===== src/rtl/bin2bcd_seq.sv =====
// rtl/bin2bcd_seq.sv - sequential binary-to-BCD converter (double dabble) for the 4-digit display
// Produces packed BCD, a leading-zero blank mask and a saturation flag above 9999.
module bin2bcd_seq #(
    parameter int BW   = 14,
    parameter bit AUTO = 1'b0
) (
    input  logic          clk,
    input  logic          rst_n,
    input  logic [BW-1:0] bin,
    input  logic          start,
    output logic          busy,
    output logic          valid,
    output logic [15:0]   bcd,
    output logic [3:0]    lz,
    output logic          ovf
);

    localparam logic [1:0] S_IDLE  = 2'd0;
    localparam logic [1:0] S_SHIFT = 2'd1;
    localparam logic [1:0] S_DONE  = 2'd2;
    localparam int         CW      = $clog2(BW + 1);

    logic [1:0]    state_q, state_d;
    logic [BW-1:0] shreg_q, shreg_d;
    logic [BW-1:0] bin_q,   bin_d;
    logic [BW-1:0] last_q,  last_d;
    logic [19:0]   scr_q,   scr_d;
    logic [CW-1:0] cnt_q,   cnt_d;
    logic          busy_q,  busy_d;
    logic          valid_q, valid_d;
    logic [15:0]   bcd_q,   bcd_d;
    logic [3:0]    lz_q,    lz_d;
    logic          ovf_q,   ovf_d;

    logic [19:0]   adj;
    logic [15:0]   res;

    // Five scratch digits so the full 14-bit range converts exactly before saturation.
    always_comb begin
        adj = scr_q;
        for (int i = 0; i < 5; i++) begin
            if (scr_q[4*i +: 4] >= 4'd5) begin
                adj[4*i +: 4] = scr_q[4*i +: 4] + 4'd3;
            end
        end
    end

    always_comb begin
        state_d = state_q;
        shreg_d = shreg_q;
        bin_d   = bin_q;
        last_d  = last_q;
        scr_d   = scr_q;
        cnt_d   = cnt_q;
        busy_d  = busy_q;
        valid_d = 1'b0;
        bcd_d   = bcd_q;
        lz_d    = lz_q;
        ovf_d   = ovf_q;
        res     = scr_q[15:0];
        case (state_q)
            S_IDLE: begin
                if (start || (AUTO && (bin != last_q))) begin
                    bin_d   = bin;
                    shreg_d = bin;
                    scr_d   = '0;
                    cnt_d   = CW'(BW);
                    busy_d  = 1'b1;
                    state_d = S_SHIFT;
                end
            end
            S_SHIFT: begin
                {scr_d, shreg_d} = {adj, shreg_q} << 1;
                cnt_d = cnt_q - 1'b1;
                if (cnt_q == CW'(1)) begin
                    state_d = S_DONE;
                end
            end
            S_DONE: begin
                if (scr_q[19:16] != 4'd0) begin
                    res   = 16'h9999;
                    ovf_d = 1'b1;
                end else begin
                    res   = scr_q[15:0];
                    ovf_d = 1'b0;
                end
                bcd_d    = res;
                lz_d[3]  = (res[15:12] == 4'd0);
                lz_d[2]  = lz_d[3] && (res[11:8] == 4'd0);
                lz_d[1]  = lz_d[2] && (res[7:4] == 4'd0);
                lz_d[0]  = 1'b0;
                valid_d  = 1'b1;
                busy_d   = 1'b0;
                last_d   = bin_q;
                state_d  = S_IDLE;
            end
            default: begin
                state_d = S_IDLE;
                busy_d  = 1'b0;
            end
        endcase
    end

    always_ff @(posedge clk or negedge rst_n) begin
        if (!rst_n) begin
            state_q <= S_IDLE;
            shreg_q <= '0;
            bin_q   <= '0;
            last_q  <= '0;
            scr_q   <= '0;
            cnt_q   <= '0;
            busy_q  <= 1'b0;
            valid_q <= 1'b0;
            bcd_q   <= 16'h0000;
            lz_q    <= 4'b1110;
            ovf_q   <= 1'b0;
        end else begin
            state_q <= state_d;
            shreg_q <= shreg_d;
            bin_q   <= bin_d;
            last_q  <= last_d;
            scr_q   <= scr_d;
            cnt_q   <= cnt_d;
            busy_q  <= busy_d;
            valid_q <= valid_d;
            bcd_q   <= bcd_d;
            lz_q    <= lz_d;
            ovf_q   <= ovf_d;
        end
    end

    assign busy  = busy_q;
    assign valid = valid_q;
    assign bcd   = bcd_q;
    assign lz    = lz_q;
    assign ovf   = ovf_q;

endmodule

===== config.mk =====
export PLATFORM = sky130hd
export DESIGN_NAME = bin2bcd_seq
export DESIGN_NICKNAME = d
export VERILOG_FILES = /design/src/rtl/bin2bcd_seq.sv
export SDC_FILE = /design/constraint.sdc
export NUM_CORES = 1
export LEC_CHECK = 0
export BUFFER_PORTS_ARGS = -buffer_cell sky130_fd_sc_hd__buf_2
export CAP_MARGIN = 20
export CORE_MARGIN = 2
export CORE_UTILIZATION = 35
export CTS_CLUSTER_DIAMETER = 200
export DETAILED_ROUTE_END_ITERATION = 12
export GPL_TIMING_DRIVEN = 0
export PLACE_DENSITY = 0.57
export SYNTH_ARGS = -nofsm -noshare
export SYNTH_HDL_FRONTEND = slang
export SYNTH_SLANG_ARGS = --single-unit
export TNS_END_PERCENT = 5

===== constraint.sdc =====
create_clock -name clk -period 4.06 [get_ports clk]
set_input_delay 1.015 -clock clk [delete_from_list [all_inputs] [get_ports clk]]
set_output_delay 1.015 -clock clk [all_outputs]
set_load 0.01 [all_outputs]

==> metrics.md, run 1 <==
| Metric | Value |
|---|---|
| Status | `finished, final reports clean` |
| Seq pwr share | `0.352` |
| Share of layout cells above drive strength 1 | `0.213` |
| Buffers from clock root to sink, at most | `2` |
| Largest net degree at the start of global routing | `63` |
| Hold Path Origin | `lz[3]` |
| Pwr/cell area | `786 nW/µm²` |
| Psw | `1.11 mW` |
| Root buffer cell | `clkbuf_8` |
| Most frequent cells in the layout | `dfrtp_1 (59), nand2_1 (45), buf_2 (44)` |
| Post-CTS setup repair buffer count | `0` |
| Mux share of post-synthesis cell area | `0.00325` |
| Pre-CTS setup slack | `1980 ps` |
| Die area | `9560 µm²` |
| Post-synthesis cell area | `3080 µm²` |
| Crit path capture | `lz[1]` |
| Worst EP required | `3040 ps` |
| FP Rows | `34` |
| Util after Layout | `0.419` |
| Final RePlAce weighted congestion | `0.796` |
| Synthesis-to-finish area growth | `17.6%` |
| Final Hold Vio Count | `0` |
| Initial antenna violation count | `0` |
| CP Data Arrival Time | `990 ps` |
| Sink Count | `62` |
| Sequential fraction of the synthesis area | `0.505` |
| Syn_nets | `338` |
| CTS tree | `done` |
| Max_slew headroom | `0.470` |
| Worst-Margin Slew | `795 ps` |
| Yosys warning count | `0` |
| Critical Path Max Stage Delay | `530 ps` |
| Crit path time final | `2010 ps` |
| R2R Path Start | `scr_q[16]` |
| Nets@finish | `387` |
| Largest family of logic cells by synthesized area | `compound AO/OA/AOI/OAI gates` |
| Post-CTS Resized | `0` |
| ANT cells | `0` |
| Total CTS buffers | `9` |
| Number of buffers and inverters on the critical path | `1` |
| Die width | `97.8 µm` |
| Via Count | `2424` |
| WL final | `7090 µm` |
| Total core area | `8640 µm²` |
| Critical Path Start Type | `register` |
| Syn Area/Cell | `10.0 µm²` |
| RSZ-0062 raised after global routing | `no` |
| Slowest stage cell, crit path | `dfstp_2` |
| Leakage power | `1.74 nW` |
| Reg clk slew, reported paths | `70 ps` |
| I/O Buffers | `38` |
| Internal power | `1.74 mW` |
| Top cell type's share of synthesized area | `0.479` |
| Combinational share of power | `0.436` |
| Via density | `5.16` |
| Setup ws final | `2050 ps` |
| CP startpoint | `lz[1]` |
| Synth Area in Adders | `0.0528` |
| Total track usage | `0.157` |
| Post-Synth XOR/XNOR Area | `0.0114` |
| Hold_buf cts | `0` |
| Count of final setup violators | `0` |
| First-pass GRT wire length | `12100 µm` |
| Crit path depth | `1` |
| Critical Path Sink Type | `primary output` |
| DP Cell Count | `454` |
| Worst reg-to-reg setup slack | `2320 ps` |
| Simple-Gate Fraction of Synth Area | `0.141` |
| Antenna viol nets, final | `0` |
| Fin cells | `470` |
| Setup TNS | `0 ps` |
| Crit Path Class | `reg2out` |
| Switching portion of total power | `0.389` |
| CP Cell Sequence | `buf_2` |
| Fmax | `498 MHz` |
| Hold WC Path Type | `reg2reg` |
| Ranking of synthesized cells by area | `dfrtp_1 (48%), nand2_1 (5.5%), ha_1 (5.3%), o21ai_1 (3.4%), a21oi_1 (2.9%)` |
| Synth Area in Compound Gates | `0.217` |
| Io pins | `40` |
| RR Endpoint | `bcd[4]` |
| Reg2reg path depth | `6` |
| Worst-path fanout max | `2` |
| First-pass DRT Iterations | `4` |
| Grt ovf | `0` |
| Worst-case vdd ir drop | `0.211 mV` |
| Final worst-path cycle share | `0.495` |
| Post-DP HPWL | `4910 µm` |
| Crit path max-delay family | `flip-flops` |
| Post-Syn Instances | `308` |
| Htree depth | `3` |
| Yosys reg bits | `62` |
| Initial Util | `0.357` |
| Post-synthesis cell type count | `41` |
| Clock insertion delay at the later pin of the skew report | `340 ps` |
| Vias in the first global route | `2452` |
| Max Transition Viols Final | `0` |
| Die height | `97.8 µm` |
| Most common cell after layout, fill and taps aside | `dfrtp_1` |
| Drt initial violations | `109` |
| DR WL/cell | `15.1 µm` |
| Largest area contributor in the netlist | `dfrtp_1` |
| Setup Skew | `9.26 ps` |
| # DRC | `0` |
| Clock power frac | `0.211` |
| Max Cap Viol | `0` |
==> stage by stage <==
step,instance area [µm²],total power [mW],hold slack [ps]
floorplan,3080,1.92,454
global placement,3400,2.23,444
detailed placement,3410,2.27,449
CTS,3620,2.87,459
global route,3620,3.08,483
finish,3620,2.85,455
==> final cells by class <==
class | count | area [µm²]
Buffer | 18 | 118
Clock buffer | 12 | 145
Clock inverter | 4 | 70.1
Fill cell | 873 | 5010
Inverter | 24 | 90.1
Multi-Input combinational cell | 204 | 1320
Sequential cell | 62 | 1560
Tap cell | 108 | 135
Timing Repair Buffer | 38 | 193
==> kinds of logic (layout without fill, tap and decap cells) <==
logic type	Yosys count	after routing
AND/OR/NAND/NOR	92	92
XOR/XNOR	4	4
multiplexers	1	1
adder cells (fa/ha/maj)	13	13
flip-flops	62	62
other	1	1
buffers and inverters	42	96
AO/OA/AOI/OAI	93	93
==> registers in the layout, indices dropped and copies added, names as in the netlist <==
| signal | cells |
|---|---|
| cnt_q | 4 |
| scr_q | 20 |
| valid | 1 |
| state_q | 2 |
| ovf | 1 |
| shreg_q | 14 |
| bcd | 16 |
| busy | 1 |
| lz | 3 |
==> synthesized netlist by cell type <==
master	number
nand4_1	2
conb_1	1
nor4_1	2
nand2_1	45
buf_6	3
xnor2_1	4
a21oi_1	18
o21ai_1	21
ha_1	13
a22oi_1	2
buf_4	5
and3b_1	8
nor3_1	1
o311ai_2	1
dfstp_2	3
dfrtp_1	59
mux2i_1	1
nand2b_1	3
a31oi_1	5
o21ai_0	5
nor2_1	19
buf_2	7
nand3b_1	1
o32ai_2	4
o21ba_1	1
o31ai_1	5
nor3b_1	1
o221ai_1	5
inv_1	23
o21bai_2	1
nor2b_1	7
inv_2	1
o2111ai_1	10
a32o_1	5
clkbuf_1	3
a2bb2oi_1	1
and2_1	1
nand3_1	1
o21a_1	5
o311ai_1	4
and3_1	1
==> power by group through the flow <==
stage	logic (mW)	clock network (mW)	registers, mW
after CTS	1.26	0.611	0.999
after global routing	1.41	0.636	1.03
after floorplan	0.928	0	0.995
after detailed placement	1.26	0	1.01
after global placement	1.23	0	1.00
final	1.24	0.601	1.00
==> layer usage <==
metal  vias to the layer above  routed length [µm]  GRT usage  share of wire
met5                         -                   0          0              0
met4                         0                  94     0.0662          0.013
met3                         9                 173     0.0243          0.024
met2                        32                3510      0.264           0.50
met1                      1199                3300      0.202           0.47
li1                       1184                   -          -              -
==> worst min path at each step <==
stage / endpoint / cells past startpoint
CTS: lz[3] / 2
global route: lz[3] / 2
global placement: lz[3] / 2
floorplan: scr_q[0] / 2
finish: lz[3] / 2
detailed placement: lz[3] / 2
Note: power is estimated with default switching activity, not from simulation.
==> inputs of run 2 (changes only) <==
--- a/config.mk
+++ b/config.mk
@@ -5,6 +5,7 @@
 export SDC_FILE = /design/constraint.sdc
 export NUM_CORES = 1
 export LEC_CHECK = 0
+export ABC_AREA = 1
 export BUFFER_PORTS_ARGS = -buffer_cell sky130_fd_sc_hd__buf_2
 export CAP_MARGIN = 20
 export CORE_MARGIN = 2
==> constraint.sdc (replaced) <==
create_clock -name clk -period 2 [get_ports clk]
set_input_delay 0.5 -clock clk [delete_from_list [all_inputs] [get_ports clk]]
set_output_delay 0.5 -clock clk [all_outputs]
set_load 0.01 [all_outputs]
==> run 2 against run 1 <==
Effect of this change: cell count grew 10%; worst hold slack lost 210 ps; design area grew 0.28%; largest power group unchanged; register-to-register slack lost 1800 ps; sequential share of layout area shrank 0.12 points.
==> metrics.md, run 2 <==
| Metric | Value |
|---|---|
| Share of layout cells above drive strength 1 | `0.209` |
| Setup Skew | `7.17 ps` |
| Worst-Margin Slew | `796 ps` |
| Largest net degree at the start of global routing | `63` |
| Crit Path Class | `reg2reg` |
| Root buffer cell | `clkbuf_8` |
| Via Count | `2474` |
| Hold WC Path Type | `in2async` |
| Via density | `4.77` |
| Reg2reg path depth | `8` |
| Total CTS buffers | `9` |
| Die width | `98.0 µm` |
| Total track usage | `0.151` |
| Max Transition Viols Final | `0` |
| Status | `finished, final reports clean` |
| Largest area contributor in the netlist | `dfrtp_1` |
| Max_slew headroom | `0.469` |
| Final Hold Vio Count | `0` |
| Fmax | `664 MHz` |
| I/O Buffers | `38` |
| First-pass DRT Iterations | `4` |
| Post-Syn Instances | `357` |
| Sequential fraction of the synthesis area | `0.503` |
| Largest family of logic cells by synthesized area | `simple AND/OR/NAND/NOR gates` |
| RSZ-0062 raised after global routing | `no` |
| R2R Path Start | `scr_q[12]` |
| Clock insertion delay at the later pin of the skew report | `340 ps` |
| Antenna viol nets, final | `0` |
| Yosys reg bits | `62` |
| Total core area | `8640 µm²` |
| Final worst-path cycle share | `0.753` |
| WL final | `6640 µm` |
| Initial Util | `0.358` |
| Most instantiated library cell after synthesis | `nand2_1` |
| Most frequent cells in the layout | `nand2_1 (103), dfrtp_1 (59), buf_2 (38)` |
| Most used flip-flop cell after synthesis | `dfrtp_1` |
| Htree depth | `3` |
| Most common cell after layout, fill and taps aside | `nand2_1` |
| Simple-Gate Fraction of Synth Area | `0.229` |
| Synth Area in Adders | `0.0527` |
| Post-Synth XOR/XNOR Area | `0` |
| CP startpoint | `scr_q[12]` |
| Post-synthesis cell area | `3090 µm²` |
| Grt ovf | `0` |
| Crit path time final | `1510 ps` |
| Mux share of post-synthesis cell area | `0` |
| Post-CTS Resized | `0` |
| # DRC | `0` |
| Post-CTS setup repair buffer count | `0` |
| Syn Area/Cell | `8.65 µm²` |
| Hold_buf cts | `0` |
| Final RePlAce weighted congestion | `0.812` |
| Worst-path fanout max | `5` |
| Io pins | `40` |
| Synth Area in Compound Gates | `0.129` |
| Die area | `9590 µm²` |
| Setup TNS | `0 ps` |
| Pre-CTS setup slack | `517 ps` |
| Post-synth ARST share | `1.00` |
| Sink Count | `62` |
| Synthesis-to-finish area growth | `17.6%` |
| Yosys warning count | `0` |
| First-pass GRT wire length | `11700 µm` |
| Max Cap Viol | `0` |
| Leakage power | `1.81 nW` |
| Post-DP HPWL | `4630 µm` |
| Final Power | `5.69 mW` |
| Critical Path Start Type | `register` |
| Nets@finish | `436` |
| Count of final setup violators | `0` |
| Critical Path Sink Type | `register` |
| Buffers from clock root to sink, at most | `2` |
| Die height | `98.0 µm` |
| CP Data Arrival Time | `1780 ps` |
| Post-synthesis cell type count | `32` |
| DR WL/cell | `12.8 µm` |
| Ranking of synthesized cells by area | `dfrtp_1 (48%), nand2_1 (13%), ha_1 (5.3%), inv_1 (4.3%), nand3_1 (3.9%)` |
| Reg clk slew, reported paths | `70 ps` |
| Drt initial violations | `115` |
| Util after Layout | `0.421` |
| Vias in the first global route | `2397` |
| Top cell type's share of synthesized area | `0.478` |
| Max FFs per register | `20` |
| Initial antenna violation count | `0` |
| FP Rows | `34` |
| Pwr/cell area | `1570 nW/µm²` |
| Worst-case vdd ir drop | `0.846 mV` |
| Biggest register | `scr_q` |
| ANT cells | `0` |
| EDFF count, synth | `0` |
| Min Hold Slack | `247 ps` |
| Setup ws final | `494 ps` |
| CTS tree | `done` |
| Synth top cells by count | `nand2_1 (103), dfrtp_1 (59), inv_1 (35)` |
| Syn_nets | `387` |
| Worst EP required | `2270 ps` |
-- run 2: cell families after synthesis --
logic type | Yosys count
and+or+nand+nor | 167
AOI/OAI and AO/OA | 64
DFF | 62
buffers and inverters | 50
adders and majority gates | 13
other | 1
-- run 2: cell type report --
class	count	area, µm²
tap	108	135
sequential	62	1560
buffer	10	103
clock buffer	12	145
timing repair buffer	38	193
inverter	40	160
fill	901	5000
multi-input combinational	245	1270
clock inverter	4	70.1
-- run 2: per-stage QoR --
stage	area (µm²)	instances
6_report	3630	519
5_1_grt	3630	519
4_1_cts	3630	519
3_5_place_dp	3420	503
3_3_place_gp	3410	503
2_1_floorplan	3090	357
-- run 2: path summary, 6_finish.rpt --
check,to,slack [ps]
setup / recovery,scr_q[13],490
hold / removal,ovf,250
setup reg to reg,scr_q[13],490
hold reg to reg,lz[3],460
max in group asynchronous,shreg_q[5],1230
min in group clk,shreg_q[7],370
-- run 2: routing by layer --
metal  share of wire  GRT usage  wire length [µm]
met4          0.0054     0.0342                36
met5               0          0                 0
met2            0.44      0.228              2930
met1            0.50      0.210              3310
met3           0.055     0.0544               364
-- run 2: where the power goes --
| group | switching, mW | internal (mW) |
|---|---|---|
| registers | 0.343 | 1.75 |
| clock network | 0.474 | 0.733 |
| logic | 1.47 | 0.918 |
| total | 2.28 | 3.40 |
-- run 2: worst max-delay path: stages (launching register included) --
cell     delay [ps]
dfrtp_1         410
inv_1           180
ha_1            200
inv_1            50
o21ai_0         260
nand2_1         150
nand2_1          80
nand3_1          60
nand2_1          60
==> inputs of run 3 (changes only) <==
==> constraint.sdc (replaced) <==
create_clock -name clk -period 1.5 [get_ports clk]
set_input_delay 0.375 -clock clk [delete_from_list [all_inputs] [get_ports clk]]
set_output_delay 0.375 -clock clk [all_outputs]
set_load 0.01 [all_outputs]
==> run 3 against run 2 <==
Effect of this change: sequential share of layout area fell by 0.29 points; cell count did not move; total power rose by 35%; die area did not move; worst hold slack got worse by 120 ps; largest cell class unchanged.
==> metrics.md, run 3 (same netlist as run 2, synthesis figures left out) <==
| Metric | Value |
|---|---|
| Grt met2 use | `0.228` |
| Worst-path fanout max | `7` |
| Post-DP HPWL | `4630 µm` |
| Max Cap Viol | `0` |
| Initial Util | `0.358` |
| Util after Layout | `0.424` |
| Die area | `9590 µm²` |
| Leakage power | `1.82 nW` |
| Nets@finish | `436` |
| Via density | `4.77` |
| Worst EP required | `1750 ps` |
| Critical Path Start Type | `register` |
| Critical Path Sink Type | `register` |
| Sequential cell area | `1560 µm²` |
| Setup Skew | `7.32 ps` |
| Total core area | `8640 µm²` |
| Sink Count | `62` |
| Hold WC Path Type | `in2async` |
| M3 GR Usage | `0.0544` |
| Biggest register | `scr_q` |
| GRT met1 Usage | `0.210` |
| Root buffer cell | `clkbuf_8` |
| Post-CTS setup repair buffer count | `0` |
| Reg clk slew, reported paths | `70 ps` |
| Max Transition Viols Final | `0` |
| Most frequent cells in the layout | `nand2_1 (103), dfrtp_1 (58), buf_2 (38)` |
| First-pass DRT Iterations | `5` |
| Slowest stage cell, crit path | `dfrtp_1` |
| Crit Path Class | `reg2reg` |
| Max FFs per register | `20` |
| Final Hold Vio Count | `0` |
| Largest net degree at the start of global routing | `63` |
| WL final | `6690 µm` |
| Grt ovf | `0` |
| Drt initial violations | `127` |
| Clock power frac | `0.210` |
| Switching portion of total power | `0.404` |
| Total track usage | `0.151` |
| RSZ-0062 raised after global routing | `yes` |
| Final RePlAce weighted congestion | `0.812` |
| Most used cell, CP | `inv_2` |
| Worst-case vdd ir drop | `1.13 mV` |
| Critical Path Max Stage Delay | `440 ps` |
| Total CTS buffers | `9` |
| Worst-Margin Slew | `801 ps` |
| Initial antenna violation count | `0` |
| Final worst-path cycle share | `0.919` |
| Fmax | `725 MHz` |
| Die width | `98.0 µm` |
| FP Rows | `34` |
| Layer with the highest usage | `met2` |
| Internal power | `4.57 mW` |
| Io pins | `40` |
| CP Cell Sequence | `inv_2 > ha_2 > nand2_1 > nor2_4 > inv_2 > o21ai_0` |
| Share of layout cells above drive strength 1 | `0.238` |
| CP Data Arrival Time | `1630 ps` |
| Filler cell count | `895` |
| Max_slew headroom | `0.466` |
| Clock insertion delay at the later pin of the skew report | `340 ps` |
| Psw | `3.09 mW` |
| Area occupied by multi-input gates | `1300 µm²` |
| DR WL/cell | `12.9 µm` |
| First-pass GRT wire length | `11700 µm` |
| Antenna viol nets, final | `0` |
| Via Count | `2474` |
| Crit path time final | `1380 ps` |
| Pwr/cell area | `2090 nW/µm²` |
| Most common cell after layout, fill and taps aside | `nand2_1` |
| Combinational share of power | `0.424` |
| Status | `finished, final reports clean` |
| Die height | `98.0 µm` |
| Htree depth | `3` |
| # DRC | `0` |
| Worst reg-to-reg setup slack | `120 ps` |
| Buffers from clock root to sink, at most | `2` |
| Synthesis-to-finish area growth | `18.5%` |
| I/O Buffers | `38` |
| CTS tree | `done` |
| Vias in the first global route | `2397` |
| Count of final setup violators | `0` |
| Seq pwr share | `0.366` |
| Setup TNS | `0 ps` |
| ANT cells | `0` |
-- run 3: cell types whose count changed in the layout (fill, tap and decap cells not counted), moves of 2 or more --
cell	previous run	this run
o21ai_0	17	15
nand3_1	24	21
nor2_1	30	28
nand3_2	0	3
inv_2	2	6
nor2_2	1	3
inv_1	35	31
-- run 3: repair_timing --
action,4_1_cts,5_1_grt
hold buffers,0,0
hold endpoints to repair,0,0
setup endpoints to repair,0,18
resized for setup,0,14
-- run 3: worst max-delay path: cells and delay by family, from the launching register on --
family / cells / cell delay, ps
DFF: 1 / 440
and+or+nand+nor: 2 / 300
adders and majority gates: 1 / 210
buffers and inverters: 2 / 180
AOI/OAI and AO/OA: 1 / 170
-- run 3: worst paths after layout --
path / startpoint / end / depth (start not counted)
min reg2reg: lz[3] / lz[3] / 2
min in group clk: bin[7] / shreg_q[7] / 3
max in group asynchronous: rst_n / scr_q[4] / 1
max reg2reg: scr_q[16] / bcd[1] / 6
min: rst_n / ovf / 1
max: scr_q[16] / bcd[1] / 6
-- run 3: power groups by stage --
stage               sequential (mW)  combinational, mW  clock, mW
CTS                            2.79               3.24       1.67
floorplan                      2.79               2.37          0
global placement               2.79               3.13          0
global route                   2.91               3.77       1.74
detailed placement             2.81               3.22          0
finish                         2.81               3.25       1.61
-- run 3: through the flow --
| step | total power, mW | worst slack [ps] | area [µm²] | hold slack (ps) | std cells |
|---|---|---|---|---|---|
| after global placement | 5.92 | -197 | 3410 | 454 | 503 |
| final | 7.66 | 121 | 3660 | 128 | 519 |
| after global routing | 8.42 | -15.6 | 3660 | 177 | 519 |
| after detailed placement | 6.03 | 17.3 | 3420 | 454 | 503 |
| after floorplan | 5.16 | 207 | 3090 | 79.4 | 357 |
| after CTS | 7.70 | 6.07 | 3630 | 145 | 519 |
-- run 3: layer usage --
layer / routed length [µm] / vias up
met5: 0 / -
met4: 29 / 0
met3: 423 / 2
met2: 2930 / 74
met1: 3310 / 1142
li1: - / 1256
-- run 3: cell type report --
type | count | area share
multi-input cells | 245 | 0.355
well taps | 108 | 0.0369
flip-flops and latches | 62 | 0.425
inverters | 40 | 0.0438
repair buffers | 38 | 0.0526
clock inverters | 4 | 0.0191
plain buffers | 10 | 0.0280
clock buffers | 12 | 0.0397
